### src/rtl/seq_pkg.sv
// ============================================================================
// seq_pkg : shared types, defaults and helpers for the seq_fifo slice
// Rev 1.0
// ============================================================================
`default_nettype none

package seq_pkg;

    localparam int FIFO_DEPTH_DEFAULT = 8;

    typedef struct packed {
        logic overflow;
        logic underflow;
    } fifo_err_t;

    // One extra bit so a count of exactly DEPTH is representable
    function automatic int clog2_cnt(input int depth);
        return $clog2(depth) + 1;
    endfunction

endpackage : seq_pkg

`default_nettype wire

### src/rtl/seq_fifo_ptr.sv
// ============================================================================
// seq_fifo_ptr : binary FIFO pointer, address bits plus a wrap bit
// Rev 1.0
// ============================================================================
`default_nettype none

module seq_fifo_ptr #(
    parameter int PTR_W = 4
) (
    input  logic             clk,
    input  logic             rst,
    input  logic             inc,
    output logic [PTR_W-1:0] ptr
);

    always_ff @(posedge clk or negedge rst) begin
        if (!rst) begin
            ptr <= '0;
        end else if (inc) begin
            ptr <= ptr + PTR_W'(1);
        end
    end

endmodule : seq_fifo_ptr

`default_nettype wire

### src/rtl/seq_fifo.sv
// ============================================================================
// seq_fifo : first-word fall-through FIFO, valid/ready both sides, sticky errors
// Rev 1.0
// ============================================================================
`default_nettype none

module seq_fifo
    import seq_pkg::*;
#(
    parameter  int DATA_W = 8,
    parameter  int DEPTH  = FIFO_DEPTH_DEFAULT,
    localparam int CNT_W  = clog2_cnt(DEPTH)
) (
    input  logic              clk,
    input  logic              rst,
    input  logic              in_valid,
    input  logic [DATA_W-1:0] in_data,
    output logic              in_ready,
    output logic              out_valid,
    output logic [DATA_W-1:0] out_data,
    input  logic              out_ready,
    output logic [CNT_W-1:0]  count,
    output logic              overflow,
    output logic              underflow,
    input  logic              clr_err
);

    localparam int ADDR_W = $clog2(DEPTH);

    logic [DATA_W-1:0] r_mem [DEPTH];
    logic [CNT_W-1:0]  r_wr_ptr;
    logic [CNT_W-1:0]  r_rd_ptr;
    fifo_err_t         r_err;

    logic w_empty;
    logic w_full;
    logic w_wr_fire;
    logic w_rd_fire;

    assign w_empty   = (r_wr_ptr == r_rd_ptr);
    assign w_full    = (r_wr_ptr[ADDR_W-1:0] == r_rd_ptr[ADDR_W-1:0]) &&
                       (r_wr_ptr[CNT_W-1] != r_rd_ptr[CNT_W-1]);
    assign w_wr_fire = in_valid && !w_full;
    assign w_rd_fire = out_ready && !w_empty;

    seq_fifo_ptr #(.PTR_W(CNT_W)) u_wr_ptr (
        .clk (clk),
        .rst (rst),
        .inc (w_wr_fire),
        .ptr (r_wr_ptr)
    );

    seq_fifo_ptr #(.PTR_W(CNT_W)) u_rd_ptr (
        .clk (clk),
        .rst (rst),
        .inc (w_rd_fire),
        .ptr (r_rd_ptr)
    );

    // Storage is deliberately left unreset; emptiness masks stale contents
    always_ff @(posedge clk) begin
        if (w_wr_fire) begin
            r_mem[r_wr_ptr[ADDR_W-1:0]] <= in_data;
        end
    end

    // A new error event in the same cycle as a clear keeps the flag set
    always_ff @(posedge clk or negedge rst) begin
        if (!rst) begin
            r_err <= '0;
        end else begin
            if (in_valid && w_full) begin
                r_err.overflow <= 1'b1;
            end else if (clr_err) begin
                r_err.overflow <= 1'b0;
            end
            if (out_ready && w_empty) begin
                r_err.underflow <= 1'b1;
            end else if (clr_err) begin
                r_err.underflow <= 1'b0;
            end
        end
    end

    // Wrap-bit pointers make the difference the exact occupancy 0..DEPTH
    assign count     = r_wr_ptr - r_rd_ptr;
    assign in_ready  = !w_full;
    assign out_valid = !w_empty;
    assign out_data  = w_empty ? '0 : r_mem[r_rd_ptr[ADDR_W-1:0]];
    assign overflow  = r_err.overflow;
    assign underflow = r_err.underflow;

endmodule : seq_fifo

`default_nettype wire

### config.mk
export PLATFORM = sky130hd
export DESIGN_NAME = seq_fifo
export DESIGN_NICKNAME = d
export VERILOG_FILES = /design/src/rtl/seq_pkg.sv /design/src/rtl/seq_fifo_ptr.sv /design/src/rtl/seq_fifo.sv
export SDC_FILE = /design/constraint.sdc
export NUM_CORES = 1
export LEC_CHECK = 0
export ABC_AREA = 1
export CAP_MARGIN = 20
export CORE_MARGIN = 4
export CORE_UTILIZATION = 50
export DETAILED_ROUTE_END_ITERATION = 16
export PLACE_DENSITY = 0.85
export RECOVER_POWER = 100
export SLEW_MARGIN = 20
export SYNTH_ARGS = -nofsm -noshare
export SYNTH_HDL_FRONTEND = slang
export SYNTH_SLANG_ARGS = --single-unit
### constraint.sdc
create_clock -name clk -period 2.2 [get_ports clk]
set_input_delay 0.55 -clock clk [delete_from_list [all_inputs] [get_ports clk]]
set_output_delay 0.55 -clock clk [all_outputs]
set_load 0.02 [all_outputs]
### Word level (Yosys, flattened, before mapping)

Memory sizes are Yosys's and may differ from the RTL's.
Cells that the tools add are included.

| storage, ports and cells | value |
|---|---|
| register bits | 10 |
| RAM bits | 64 |
| logic and storage cells | 26 |
| memories | 1 |

| operators by class | value |
|---|---|
| add/subtract/negate cells | 3 |
| equal/unequal tests | 3 |
| mux-type cells | 6 |
| reductions and logical operators | 9 |

Memories:

| memory | depth | width | rd ports | clocked after memory_dff | write ports | RTL line | RTL |
|---|---|---|---|---|---|---|---|
| r_mem | 8 | 8 | 1 | 0 | 1 | seq_fifo.sv:30 | `logic [DATA_W-1:0] r_mem [DEPTH];` |

Operator list:

| operator | count |
|---|---|
| adder 4 x 1 -> 4 bit (second input constant) | 2 |
| two-way mux 8 bit | 1 |
| logical AND 1 bit | 5 |
| two-way mux 1 bit | 5 |
| == test 4 bit | 1 |
| nonzero test 2 bit | 2 |
| subtractor 4 bit | 1 |
| == test 3 bit | 1 |
| logical NOT 1 bit | 2 |
| inequality test 1 bit | 1 |

### Depth between registers and ports, before layout

| logic depth | value |
|---|---|
| depth after elaboration | 6 |
| mapped depth | 10 |

### Modules after synthesis

A second synthesis with hierarchy kept.

| second synthesis, totals | value |
|---|---|
| cell total of the unflattened synthesis | 364 |
| area, all modules | 3527.1 um^2 |

By module, submodules not included:

| module | times used | cells an instance | area an instance (um^2) | seq. area each (um^2) |
|---|---|---|---|---|
| seq_fifo | 1 | 326 | 3171.8 | 1971.9 |
| seq_fifo_ptr | 2 | 19 | 177.7 | 100.1 |

### Worst setup path before layout

No wires, ideal clock.

| timing path | value |
|---|---|
| path kind | reg-to-output |
| start | register u_rd_ptr.ptr[2] |
| end | output port out_data[1] |
| arrival | 1.937 ns |
| required time | 1.650 ns |
| slack | -0.287 ns |
| stages on the path, launching flop included | 11 |
| cells stage by stage | dfrtp_1 clkbuf_1 buf_2 inv_1 ha_1 nand2_1 nor2_2 nand2_2 buf_6 nand2_1 nor2_1 |

| on the way | value |
|---|---|
| cells in the longest elaborated chain, start to end | 2 |

RTL lines:

| item | RTL line | RTL |
|---|---|---|
| from (decl) | seq_fifo_ptr.sv:13 | `output logic [PTR_W-1:0] ptr` |
| from (signal assigned) | seq_fifo_ptr.sv:20 | `ptr <= ptr + PTR_W'(1);` |
| memory read (8 x 8 bit) / == test 4 bit (equally long branches) | n/a |  |
| two-way mux 8 bit (*) | seq_fifo.sv:89 | `assign out_data = w_empty ? '0 : r_mem[r_rd_ptr[ADDR_W-1:0]];` |
| to (decl) | seq_fifo.sv:20 | `output logic [DATA_W-1:0] out_data,` |

Every way passes the cells marked *; elsewhere a longest branch is shown, timed or not.

### Worst setup path in the final report

| timing path | value |
|---|---|
| start | register u_wr_ptr.ptr[0] |
| end | output port out_valid |

| on the way | value |
|---|---|
| cells in the longest elaborated chain, start to end | 2 |

RTL lines:

| item | RTL line | RTL |
|---|---|---|
| from (decl) | seq_fifo_ptr.sv:13 |  |
| from (signal assigned) | seq_fifo_ptr.sv:20 |  |
| == test 4 bit | seq_fifo.sv:40 | `assign w_empty = (r_wr_ptr == r_rd_ptr);` |
| logical NOT 1 bit | seq_fifo.sv:88 | `assign out_valid = !w_empty;` |
| to (decl) | seq_fifo.sv:19 | `output logic out_valid,` |

No other way between the ends.

==> impl_metrics.yaml <==
outcome:
  status: "finished with violations"
  violations: "setup timing"
power_and_ir_drop:
  irDropWorstVdd_uv: 953
  pwr_density_cell_nw_per_um2: 1630
  power_mw: 7.63
  p_leak_nw: 2.15
global_route:
  track_usage: 0.219
  grt_pass1_vias: 2726
  grt-ovfl-total: 0
  grt_pass1_wl_um: 13800
  grt_start_max_net_pins: 21
  antenna_found_initial: 0
synthesis:
  synth-edff-count: 64
  synth_area_leaders: "edfxtp_1 (55%), nand2_1 (11%), inv_1 (7.8%), nand3_1 (7.7%), dfrtp_1 (7.2%)"
  post-synth-top-count-cell: "nand2_1"
  synth_seq_area_share: 0.621
  synth_nets: 385
  yosys.area.top_type: "edfxtp_1"
  synth_top_area_share: 0.550
  ys_ff_latch: 74
  syn-cell-area_um2: 3500
  ys_warn_count: 0
  async_reset_ff_frac: 0.135
  synthCells: 366
  synthFlopType: "edfxtp_1"
  yosys-top-cells-count: "nand2_1 (103), inv_1 (73), edfxtp_1 (64)"
  avgSynthCellArea_um2: 9.55
  synth.distinct_cells: 20
route:
  wl_per_cell_um: 16.2
  ant_nets: 0
  drt_wl_total_um: 8670
  firstDrtPassIters: 5
  drt-initial-drc-count: 213
  drc: 0
  vias_per_cell: 5.06
  vias: 2717
timing:
  fin_ws_ps: -180
  post-route-min-period_ps: 2380
  fin_setup_tns_ps: -1730
  tightestPinTransition_ps: 469
  slew_violations: 0
  setup_viol: 13
  relSlewSlack: 0.686
  finalClockSkew_ps: 9.73
  rsz0062_at_grt: "yes"
  hold_violations: 0
  fin_crit_sh: 1.08
  fmax_mhz: 420
worst_hold_path:
  hp-class: "reg -> reg"
  min-delay-start: "underflow"
setup_path:
  cpMaxStageDelayCell: "dfrtp_1"
  critical_path.max_stage_delay_ps: 380
  r2r_slack_ps: 70
  critPathTopFamily: "buffers and inverters"
  crit_path_end: "out_valid"
  reg2reg_depth: 11
  worstPathRequired_ps: 1650
  r2r-start: "u_wr_ptr.ptr[0]"
  crit_path_frequent_cell: "buf_6"
  cp-end-kind: "primary output"
  cp_max_fo: 5
  path_buf_inv: 4
  crit_chain: "inv_1 > ha_4 > inv_2 > nor2_4 > nand2_4 > buf_6 > buf_6"
  crit_type: "reg -> out"
  worstReg2RegEnd: "r_mem[2][5]"
  critical_path_depth: 7
  start_kind: "flop"
  startpoint: "u_wr_ptr.ptr[0]"
  arrival_ps: 1830
cts:
  cts_tree: "done"
  htree_levels: 3
  clockBufferDepth: 2
  clkTransAtPathRegs_ps: 80
  cts_buffers: 9
  cts.sinks: 74
  clk_latency_ps: 350
  cts-root-buf: "clkbuf_8"
place:
  portBuffers: 28
  place_congestion: 0.809
  hpwlAfterDp_um: 5220
  dpl-instance-area_um2: 4150
final_layout:
  drive_gt1_frac: 0.270
  antennaDiodeCount: 0
  area_growth_pct: 34.0
  fill_cells: 483
  fin_area_um2: 4690
  regArea_um2: 2170
  multi_input_area_um2: 1200
  finalNetCount: 455
die:
  initial_core_util: 0.515
  core-area_um2: 6790
  io_pins: 29
  die_w_um: 91.6
  dieArea_um2: 8390
  die_h_um: 91.6
  rows: 30
job:
  max_cap_violations: 0
[area by class of cell]
type,count,area share
sequential,74,0.464
multi-input combinational,205,0.256
timing repair buffer,72,0.148
inverter,74,0.0603
clock buffer,10,0.0272
tap,96,0.0256
clock inverter,6,0.0192
[worst reg2reg max path: cells and delay by family, from the launching register on]
| kind | cells | cell delay, ps |
|---|---|---|
| buf+inv | 6 | 780 |
| simple gates | 4 | 420 |
| flops | 1 | 410 |
| fa+ha+maj | 1 | 230 |
[stage by stage]
stage                      util  std cells  hold slack [ps]  setup WS [ps]
final                     0.690        537              532           -180
after global routing      0.690        537              551           -230
after detailed placement  0.610        511              513           -283
after floorplan               -        366              254           13.6
after CTS                 0.680        534              528           -169
after global placement    0.610        511              513           -245
[cell families after synthesis]
logic type | synth area share
AOI/OAI and AO/OA | 0.00572
adders and majority gates | 0.0236
xor gates and xnor gates | 0.0200
and+or+nand+nor | 0.223
DFF | 0.621
buffers and inverters | 0.106
[timing repair]
| item | CTS | global route |
|---|---|---|
| gates resized for setup | 119 | 14 |
| pin swaps | 11 | 8 |
| setup endpoints to repair | 14 | 20 |
| hold buffers | 0 | 0 |
| setup buffers | 5 | 4 |
| cloned | 2 | 0 |
[routing by layer]
metal | track usage | routed length [um] | vias to the layer above | part of all wire
li1 | - | - | 1301 | -
met1 | 0.255 | 3290 | 1308 | 0.38
met2 | 0.377 | 4560 | 87 | 0.53
met3 | 0.0418 | 558 | 21 | 0.064
met4 | 0.121 | 262 | 0 | 0.030
met5 | 0 | 0 | - | 0
[report_power, final]
group | internal [mW] | leakage [nW] | switching, mW
registers | 1.79 | 0.707 | 0.124
clock network | 0.643 | 0.107 | 0.520
logic | 2.02 | 1.34 | 2.53
[worst min path at each step]
| stage | to | slack (ps) | depth (start not counted) |
|---|---|---|---|
| floorplan | overflow | 250 | 0 |
| global placement | overflow | 510 | 2 |
| detailed placement | underflow | 510 | 2 |
| CTS | u_rd_ptr.ptr[3] | 530 | 1 |
| global route | underflow | 550 | 2 |
| finish | underflow | 530 | 2 |
[placed cells by master (no fill, tap or decap), types with 3 or more instances in the layout]
master           netlist  routed
xor2_1                 4       4
ha_4                   0       3
nand3_2                0       3
clkbuf_8               0       9
nor2_4                 0       8
dlygate4sd3_1          0       9
nor2_1                25       8
nand2_1              103      94
inv_2                  0       3
nand3_1               54      51
nor2_2                 1      10
dfrtp_1               10       9
buf_4                  5      38
buf_6                  2      15
clkdlybuf4s50_1        0       5
edfxtp_1              64      64
inv_1                 73      70
nand2_4                1      11
[flip-flops by register name, indices dropped and copies added (netlist names)]
register	flops
overflow	1
underflow	1
r_mem	64
u_rd_ptr.ptr	4
u_wr_ptr.ptr	4
Note: power is estimated with default switching activity, not from simulation.
==> edit: new RTL, same settings <==
Change the parameter `DATA_W` from 8 to 6.
--- a/src/rtl/seq_fifo.sv
+++ b/src/rtl/seq_fifo.sv
@@ -7,7 +7,7 @@
 module seq_fifo
     import seq_pkg::*;
 #(
-    parameter  int DATA_W = 8,
+    parameter  int DATA_W = 6,
     parameter  int DEPTH  = FIFO_DEPTH_DEFAULT,
     localparam int CNT_W  = clog2_cnt(DEPTH)
 ) (
Ports: changed (resized in_data and out_data); port bits go from 29 to 25. No check against the original RTL was run, so the function may have changed too.
==> edit against the unedited design <==
The flow still finishes with violations (setup timing). Largest power group unchanged. Cell area down 19%. Combinational power down 9.7%. Worst setup slack better by 25 ps. Power down 14%. Wire length down 6.8%. Via count down 14%. Register-to-register slack worse by 30 ps. Synthesized area down 20%. Global-route usage up 1.7 points. Sequential cell count down 16.
==> edit: results (changes against the unedited design) <==
[status]
status = finished with violations  ; unchanged
failed_checks = setup timing  ; unchanged

[worst_hold_path]
hp-class = flop to flop  ; unchanged

[worst_setup_path]
worstPathArrival_ps = 1800  ; was 1830 ps
slowest_delay_ps = 440  ; was 380 ps
crit_fanout = 9  ; was 5

[global_routing]
grt_pass1_wl_um = 11500  ; was 13,800 um
grt_pass1_vias = 2378  ; was 2,726
grt_max_degree = 17  ; was 21
grt_usage_pct = 23.6  ; was 21.9%

[yosys]
async_flop_share_pct = 17.2  ; was 13.5%
synth_cells = 297  ; was 366
synth_area_leaders = edfxtp_1, nand2_1, dfrtp_1, nand3_1, inv_1  ; was edfxtp_1, nand2_1, inv_1, nand3_1, dfrtp_1
synth_compound_area_share_pct = 0.720  ; was 0.573%
synthTopCellsByCount = nand2_1, inv_1, edfxtp_1, nand3_1, nor2_1  ; unchanged
synthMuxAreaShare_pct = 0  ; unchanged
ys_seq_area_share_pct = 60.8  ; was 62.1%
synth_fa_ha_area_share_pct = 2.97  ; was 2.36%
synth-edff-count = 48  ; was 64
synth_cell_types = 20  ; unchanged
synth_nets = 314  ; was 385
synth_xor_area_share_pct = 2.52  ; was 2.00%

[sta]
finalSetupViolations = 10  ; was 13
finalClockSkew_ps = 11.2  ; was 9.73 ps
worstMarginPinSlew_ps = 504  ; was 469 ps
layout_setup_ws_ps = -155  ; was -180 ps
setup_tns_ps = -910  ; was -1730 ps

[power_and_ir_drop]
ir_drop_mv = 0.835  ; was 0.953 mV
leakagePower_nw = 1.76  ; was 2.15 nW

[finish]
final_nets = 382  ; was 455
drive_gt1_share_pct = 29.3  ; was 27.0%
multi_input_area_um2 = 1030  ; was 1200 um2
largest_reg_flops = 48  ; was 64
fill_cells = 307  ; was 483

[detailed_routing]
via_per_inst = 5.31  ; was 5.06
first_iter_violations = 300  ; was 213
wl_per_cell_um = 18.5  ; was 16.2 um
wirelength_um = 8090  ; was 8670 um

[placed_design]
place_hpwl_um = 4050  ; was 5220 um
gp_congestion = 0.851  ; was 0.809
dp.cells = 409  ; was 511
port_buffers = 24  ; was 28
post-place-ws_ps = -326  ; was -283 ps
placed_cell_area_um2 = 3320  ; was 4150 um2

[cts]
clockBufferDepth = 2  ; unchanged

[edit: cell count changes in the layout (fill, tap and decap cells not counted), sizes merged, moves of 2 or more]
cell | before | now
clkbuf | 10 | 16
nand2 | 107 | 86
edfxtp | 64 | 48
inv | 74 | 58
clkdlybuf4s50 | 5 | 3
buf | 56 | 48
nor2 | 26 | 22
nand3 | 54 | 44
[edit: repair_timing]
action | CTS | global route
pin swaps | 9 | 10
cloned | 1 | 0
setup endpoints to repair | 12 | 11
resized for setup | 88 | 39
buffers inserted | 12 | 2
[edit: area by class of cell]
type | instances | area share [%]
Timing Repair Buffer | 68 | 16.0
Sequential cell | 58 | 44.3
Clock buffer | 9 | 3.25
Clock inverter | 5 | 1.25
Tap cell | 70 | 2.30
Inverter | 58 | 5.97
Multi-Input combinational cell | 170 | 26.9
[edit: layer usage]
layer | vias to the layer above | track usage [%] | part of all wire (%)
met5 | - | 0 | 0
li1 | 1073 | - | -
met2 | 118 | 38.1 | 48
met3 | 42 | 4.77 | 6.1
met1 | 1094 | 28.2 | 40
met4 | 0 | 16.7 | 5.9
[edit: power breakdown]
part | switching (mW) | internal [mW] | leakage [nW]
Combinational | 2.33 | 1.78 | 1.11
Clock | 0.431 | 0.498 | 0.0898
Sequential | 0.115 | 1.41 | 0.563
[edit: worst paths after layout]
check                                     start              end  slack [ps]  cells past startpoint
worst max-delay path            u_rd_ptr.ptr[0]      out_data[4]        -150                     10
worst min register to register         overflow         overflow         540                      2
max in group asynchronous                   rst  u_wr_ptr.ptr[1]        1250                      1
worst max register to register  u_rd_ptr.ptr[1]      r_mem[6][4]          40                     10
min in group asynchronous                   rst  u_rd_ptr.ptr[1]         610                      1
worst min-delay path                   overflow         overflow         540                      2
